$ cat src/rtl/cache_mem_arbiter_pkg.sv
// Shared types for the I/D-cache to physical-memory line arbiter.
// Holds the arbiter FSM states, the latched memory operation and the line-alignment helper.
package cache_mem_arbiter_pkg;

  typedef enum logic [1:0] {
    IDLE    = 2'd0,
    SERVE_I = 2'd1,
    SERVE_D = 2'd2,
    DONE    = 2'd3
  } arb_state_t;

  typedef enum logic {
    ARB_RD = 1'b0,
    ARB_WR = 1'b1
  } arb_op_t;

  localparam int ADDR_W   = 32;
  localparam int OFFSET_W = 5;

  // Physical memory only ever sees line-aligned addresses.
  function automatic logic [ADDR_W-1:0] line_align(input logic [ADDR_W-1:0] addr);
    return {addr[ADDR_W-1:OFFSET_W], {OFFSET_W{1'b0}}};
  endfunction

endpackage

$ cat src/rtl/cache_mem_arbiter.sv
// Shares one physical-memory line port between the I-cache and D-cache miss ports.
// Data side wins ties unless instruction fetch has been passed over MAX_D_STREAK times in a row.
module cache_mem_arbiter
  import cache_mem_arbiter_pkg::*;
#(
  parameter int LINE_W       = 256,
  parameter int MAX_D_STREAK = 4
) (
  input  logic              clk,
  input  logic              reset,
  input  logic              i_read,
  input  logic [31:0]       i_addr,
  output logic [LINE_W-1:0] i_rdata,
  output logic              i_resp,
  input  logic              d_read,
  input  logic              d_write,
  input  logic [31:0]       d_addr,
  input  logic [LINE_W-1:0] d_wdata,
  output logic [LINE_W-1:0] d_rdata,
  output logic              d_resp,
  output logic              pmem_read,
  output logic              pmem_write,
  output logic [31:0]       pmem_addr,
  output logic [LINE_W-1:0] pmem_wdata,
  input  logic [LINE_W-1:0] pmem_rdata,
  input  logic              pmem_resp
);

  localparam int STREAK_W = $clog2(MAX_D_STREAK + 1);
  localparam logic [STREAK_W-1:0] STREAK_MAX = STREAK_W'(MAX_D_STREAK);
  localparam logic [STREAK_W-1:0] STREAK_ONE = STREAK_W'(1);

  arb_state_t          state, state_next;
  arb_op_t             op_q, op_next;
  logic [STREAK_W-1:0] streak, streak_next;
  logic [31:0]         addr_q, addr_next;
  logic [LINE_W-1:0]   wdata_q, wdata_next;
  logic                d_req;

  assign d_req = d_read | d_write;

  always_ff @(posedge clk or negedge reset) begin
    if (!reset) begin
      state   <= IDLE;
      op_q    <= ARB_RD;
      streak  <= '0;
      addr_q  <= '0;
      wdata_q <= '0;
    end else begin
      state   <= state_next;
      op_q    <= op_next;
      streak  <= streak_next;
      addr_q  <= addr_next;
      wdata_q <= wdata_next;
    end
  end

  always_comb begin
    state_next  = state;
    op_next     = op_q;
    streak_next = streak;
    addr_next   = addr_q;
    wdata_next  = wdata_q;
    pmem_read   = 1'b0;
    pmem_write  = 1'b0;
    pmem_addr   = '0;
    pmem_wdata  = '0;
    i_resp      = 1'b0;
    i_rdata     = '0;
    d_resp      = 1'b0;
    d_rdata     = '0;

    case (state)
      IDLE: begin
        // I is only forced through once D has won STREAK_MAX contested rounds.
        if (d_req && !(i_read && streak == STREAK_MAX)) begin
          state_next = SERVE_D;
          addr_next  = line_align(d_addr);
          op_next    = d_write ? ARB_WR : ARB_RD;
          wdata_next = d_wdata;
          if (!i_read)
            streak_next = '0;
          else if (streak != STREAK_MAX)
            streak_next = streak + STREAK_ONE;
        end else if (i_read) begin
          state_next  = SERVE_I;
          addr_next   = line_align(i_addr);
          op_next     = ARB_RD;
          wdata_next  = '0;
          streak_next = '0;
        end
      end

      SERVE_I: begin
        pmem_read = 1'b1;
        pmem_addr = addr_q;
        if (pmem_resp) begin
          i_resp     = 1'b1;
          i_rdata    = pmem_rdata;
          state_next = DONE;
        end
      end

      SERVE_D: begin
        pmem_read  = (op_q == ARB_RD);
        pmem_write = (op_q == ARB_WR);
        pmem_addr  = addr_q;
        pmem_wdata = wdata_q;
        if (pmem_resp) begin
          d_resp     = 1'b1;
          d_rdata    = pmem_rdata;
          state_next = DONE;
        end
      end

      // Turnaround cycle: a cache still holding its request after resp is not re-granted.
      DONE: state_next = IDLE;

      default: state_next = IDLE;
    endcase
  end

endmodule

$ cat config.mk
export PLATFORM = sky130hd
export DESIGN_NAME = cache_mem_arbiter
export DESIGN_NICKNAME = d
export VERILOG_FILES = /design/src/rtl/cache_mem_arbiter_pkg.sv /design/src/rtl/cache_mem_arbiter.sv
export SDC_FILE = /design/constraint.sdc
export NUM_CORES = 1
export LEC_CHECK = 0
export ABC_AREA = 0
export CAP_MARGIN = 20
export CELL_PAD_IN_SITES_DETAIL_PLACEMENT = 1
export CELL_PAD_IN_SITES_GLOBAL_PLACEMENT = 1
export CORE_AREA = 2 2 533 535
export DETAILED_ROUTE_END_ITERATION = 10
export DIE_AREA = 0 0 535 537
export PLACE_DENSITY = 0.3
export SLEW_MARGIN = 40
export SYNTH_ARGS = -nofsm -noshare
export SYNTH_HDL_FRONTEND = slang
export SYNTH_SLANG_ARGS = --single-unit
$ cat constraint.sdc
create_clock -name clk -period 1.7 [get_ports clk]
set_clock_uncertainty 0.1 [all_clocks]
set_input_delay 0.17 -clock clk [delete_from_list [all_inputs] [get_ports clk]]
set_output_delay 0.17 -clock clk [all_outputs]
set_load 0.01 [all_outputs]
---- After elaboration in Yosys (flattened, before gate mapping) ----
Cells that the tools add are included.
word-level totals
  flip-flop bits (word level) ............. 294
  output and inout port bits .............. 804
  logic and storage cells ................. 50
cells by class
  add/subtract/negate cells ............... 1
  equal/unequal tests ..................... 8
  muxes and demuxes ....................... 25
  bitwise operators ....................... 2
  reductions and logical operators ........ 9
operator list
  cell                                                   count
  2-to-1 mux 256 bit                                     6
  2-to-1 mux 32 bit                                      3
  2-to-1 mux 3 bit                                       4
  2-to-1 mux 1 bit                                       7
  2-to-1 mux 2 bit                                       3
  inequality test 3 bit, second input constant           2
  one-hot mux 2 bit (3 select lines)                     1
  == test 2 bit, second input constant                   2
  AND reduction 2 bit                                    2
  adder 3 x 1 -> 3 bit, second input constant            1
  == test 3 bit, second input constant                   1
  inequality test 3 x 2 -> 1 bit, second input constant  1
  AND reduction 3 bit                                    1
  == test 2 x 1 -> 1 bit, second input constant          1
  logical AND 1 bit                                      2
  zero test 2 bit                                        1
  inequality test 2 x 1 -> 1 bit, second input constant  1
  one-hot mux 1 bit (2 select lines)                     1
  nonzero test 2 bit                                     1
  OR reduction 2 bit                                     1
  zero test 1 bit                                        1
  inverter 1 bit                                         1
  OR 1 bit                                               1

---- Depth between registers and ports, before layout ----
  word-level depth ........................ 6
  gate-level depth with buffers ........... 8
  gate-level depth less buffers ........... 5

---- Least setup slack after synthesis ----
No wires, ideal clock.
  kind .................................... reg2out
  start ................................... register state[0]
  end ..................................... output port d_rdata[100]
  arrival ................................. 1545 ps
  data required time ...................... 1430 ps
  setup slack ............................. -115 ps
  cell stages (with the launch flop) ...... 7
  path buffers ............................ 3
  cells stage by stage .................... dfrtp_1 > inv_1 > ha_1 > clkbuf_1 > clkbuf_1 > clkbuf_1 > and3_1
between the ends
  word-level cells in the longest chain between the ends .. 2
RTL lines
  element                   RTL line                 text
  start: declaration        cache_mem_arbiter.sv:33  arb_state_t state, state_next;
  start signal: assignment  cache_mem_arbiter.sv:50  state <= state_next;
  == test 2 bit             cache_mem_arbiter.sv:73  case (state)
  2-to-1 mux 256 bit        cache_mem_arbiter.sv:73
  end: declaration          cache_mem_arbiter.sv:19  output logic [LINE_W-1:0] d_rdata,
Every way passes these cells.

---- Worst setup path after layout ----
  start ................................... register state[1]
  end ..................................... output port pmem_wdata[50]
between the ends
  word-level cells in the longest chain between the ends .. 2
RTL lines
  element             RTL line                 text
  == test 2 bit       cache_mem_arbiter.sv:73
  2-to-1 mux 256 bit  cache_mem_arbiter.sv:73
  end: declaration    cache_mem_arbiter.sv:24  output logic [LINE_W-1:0] pmem_wdata,
Every way passes these cells.

==> flow_summary.toml <==
[global_route]
overflow = 0
track_usage_pct = 15.88
antenna_found_initial = 185
grt_max_degree = 70
grt_pass1_wl_um = 292200
grt_pass1_vias = 23370

[pwr]
p_int_uw = 37360
p_comb_share_pct = 65.3
seq_power_share_pct = 19.9
clkPwrFrac_pct = 14.8
power_leakage_uw = 0.02240
ir_drop_mv = 0.6799
p_sw_share_pct = 41.83
power_density_nw_per_um2 = 1496
p_switching_uw = 26870

[critical_path]
reg2reg_depth = 8
cp_max_fo = 12
slowest_delay_ns = 0.40
r2r_end = "state[0]$_DFFE_PN0P_"
cpMaxStageDelayCell = "dfrtp_1"
required_ns = 1.43
endpoint_kind = "output pin"
start_kind = "flip-flop"
reg2reg_setup_slack_ns = -0.48
criticalPathCategory = "flip-flop to output pin"
crit_arrival_ns = 2.33
crit_start = "state[1]$_DFFE_PN0P_"
r2r_start = "state[0]$_DFFE_PN0P_"
crit_chain = "buf_6 -> ha_4 -> buf_16 -> buf_16 -> buf_6 -> buf_8 -> and2_4 -> buf_12 -> buf_12"

[route]
drc = 0
drt-total-wl_um = 241500
vias_per_cell = 3.111
routedWlPerCell_um = 33.51
final_antenna_net_count = 0
first_pass_iters = 5
first_iter_violations = 1095
vias = 22420

[outcome]
violations = "negative setup slack"
status = "finished, violations left"

[die]
core_area_um2 = 281300
die_area_um2 = 287300
die_h_um = 537
die_width_um = 535
num_io_pins = 1386
fp-row-count = 195
initial_core_util_pct = 5.770

[layout]
nNetsFinal = 3974
nFillCells = 32520
final_common_cell = "clkdlybuf4s50_1"
area_growth_syn_to_layout_pct = 164.6
stdcell_area_um2 = 42950
drive_gt1_share_pct = 34.52
final_core_util_pct = 15.27
final_cell_mix = "clkdlybuf4s50_1 (572), and3_1 (404), dfrtp_1 (289)"

[yosys]
synthSimpleGateAreaFrac_pct = 32.57
ys_dominant_reg_cell = "dfrtp_1"
synth_xor_area_share_pct = 0
ys_async_sr_fraction_pct = 100.0
yosysUniqueCellTypes = 27
synth_edf_count = 0
seq_area_frac_synth_pct = 44.55
syn_avg_cell_area_um2 = 9.465
ys_warn_count = 0
synth_cells = 1715
synth_top_family_by_area = "simple AND/OR/NAND/NOR gates"
synthMuxAreaShare_pct = 0.1927
synth_compound_area_share_pct = 16.26
syn-cell-area_um2 = 16230
ys_ff_latch = 289
synth_fa_ha_area_share_pct = 0.4625

[min_path]
hold-path-cell-count = 2
hold_end = "wdata_q[174]$_DFFE_PN0P_"
min_from = "d_wdata[174]"
hold_path_class = "input pin to flip-flop"

[sta]
hold_slack_ns = 0.06311
drv_slew = 0
relSlewSlack_pct = 66.82
rsz0062_at_grt = "true"
period_minus_slack_ns = 2.598
finalHoldViolations = 0
max_freq_mhz = 384.9
fin_crit_sh_pct = 152.8
setup_viol = 1061
tightest_slew_ns = 0.4961
setup_slack_ns = -0.8982

[placed_design]
io_buffers = 1370
dp_hpwl_um = 202500
dpl-instance-area_um2 = 38270
gp_congestion = 0.8673
dpl_worst_slack_ns = -0.6054

[clock_tree]
clk_pin_slew_worst_paths_ns = 0.06
clock_sinks = 289
clk_path_buf_depth = 3
cts_buffers = 41
clk_latency_ns = 0.58
cts_max_level = 2
tritoncts = "built"
cts-root-buf = "clkbuf_16"

[flow_run]
maxCapViolCount = 0
worst max path at each step:
| stage | endpoint | slack [ns] | depth (start not counted) |
|---|---|---|---|
| floorplan | wdata_q[6]$_DFFE_PN0P_ | -0.007 | 8 |
| global placement | pmem_wdata[94] | -0.63 | 6 |
| detailed placement | pmem_wdata[94] | -0.61 | 6 |
| CTS | pmem_wdata[210] | -1.16 | 7 |
| global route | pmem_wdata[50] | -0.98 | 9 |
| finish | pmem_wdata[50] | -0.90 | 9 |
state kept, by name, indices dropped and copies added (netlist names):
| signal | flops |
|---|---|
| state | 2 |
| streak | 3 |
| op_q | 1 |
| wdata_q | 256 |
| addr_q | 27 |
routing by layer:
metal  GRT usage, %  share of wire, %
met1          17.48                38
met2          26.60                47
met3          8.297                12
met4          4.274               3.1
met5              0              0.26
per-stage QoR:
stage	power, µW	TNS, ns	cells
after floorplan	24050	-0.7699	1719
after global placement	49230	-408.45	6887
after detailed placement	49170	-398.18	6887
after CTS	63300	-802.99	7111
after global routing	68210	-705.11	7176
final	64230	-601.06	7207
power groups by stage:
stage / Sequential, µW / Combinational [µW] / Clock (µW)
CTS: 12800 / 40500 / 10000
finish: 12800 / 42000 / 9520
global placement: 12900 / 36400 / 0
floorplan: 11100 / 12900 / 0
detailed placement: 12800 / 36400 / 0
global route: 13200 / 44800 / 10200
area by class of cell:
type                       count  area (µm²)  share of cell area, %
antenna                       51       127.6                 0.2971
inverter                       6       22.52                0.05244
sequential                   289        7232                  16.84
clock buffer                  53        1131                  2.633
clock inverter                17       285.3                 0.6642
tap                         3743        4683                  10.90
multi-input combinational   1198        8870                  20.65
timing repair buffer        1850       20600                  47.96
worst max-delay path, delay by kind of cell, from the launching register on:
| kind | cells | cell delay, ns |
|---|---|---|
| buffers and inverters | 7 | 0.96 |
| adders and majority gates | 1 | 0.19 |
| DFF | 1 | 0.40 |
| and+or+nand+nor | 1 | 0.14 |
cell families after synthesis:
group                      count (synthesis)
muxes                                      3
and+or+nand+nor                          863
other                                      1
buffers and inverters                    232
adders and majority gates                  6
DFF                                      289
AOI/OAI and AO/OA                        321
Yosys cell counts (2+ instances only):
cell | number | area (µm²)
dfrtp_1 | 289 | 7232
o21ai_0 | 28 | 140.1
clkbuf_1 | 166 | 623.1
buf_4 | 8 | 60.06
a22o_1 | 257 | 2251
mux2i_1 | 2 | 20.02
and3_1 | 514 | 3216
a21oi_1 | 2 | 10.01
nor2_1 | 30 | 112.6
inv_1 | 6 | 22.52
a32o_1 | 2 | 20.02
ha_1 | 6 | 75.07
nand3_1 | 28 | 140.1
and2_1 | 286 | 1789
nor2b_1 | 2 | 12.51
a31oi_1 | 27 | 168.9
buf_2 | 51 | 255.2
o21a_1 | 2 | 15.01
timing repair:
| action | CTS | global route |
|---|---|---|
| hold buffers | 104 | 0 |
| gates cloned | 19 | 15 |
| endpoints found under the hold margin | 389 | 0 |
| buffers inserted | 31 | 41 |
| setup endpoints to repair | 1082 | 1078 |
| pin swaps | 4 | 18 |
| gates resized for setup | 736 | 1067 |
No activity file was read; power rests on OpenSTA's default activity.
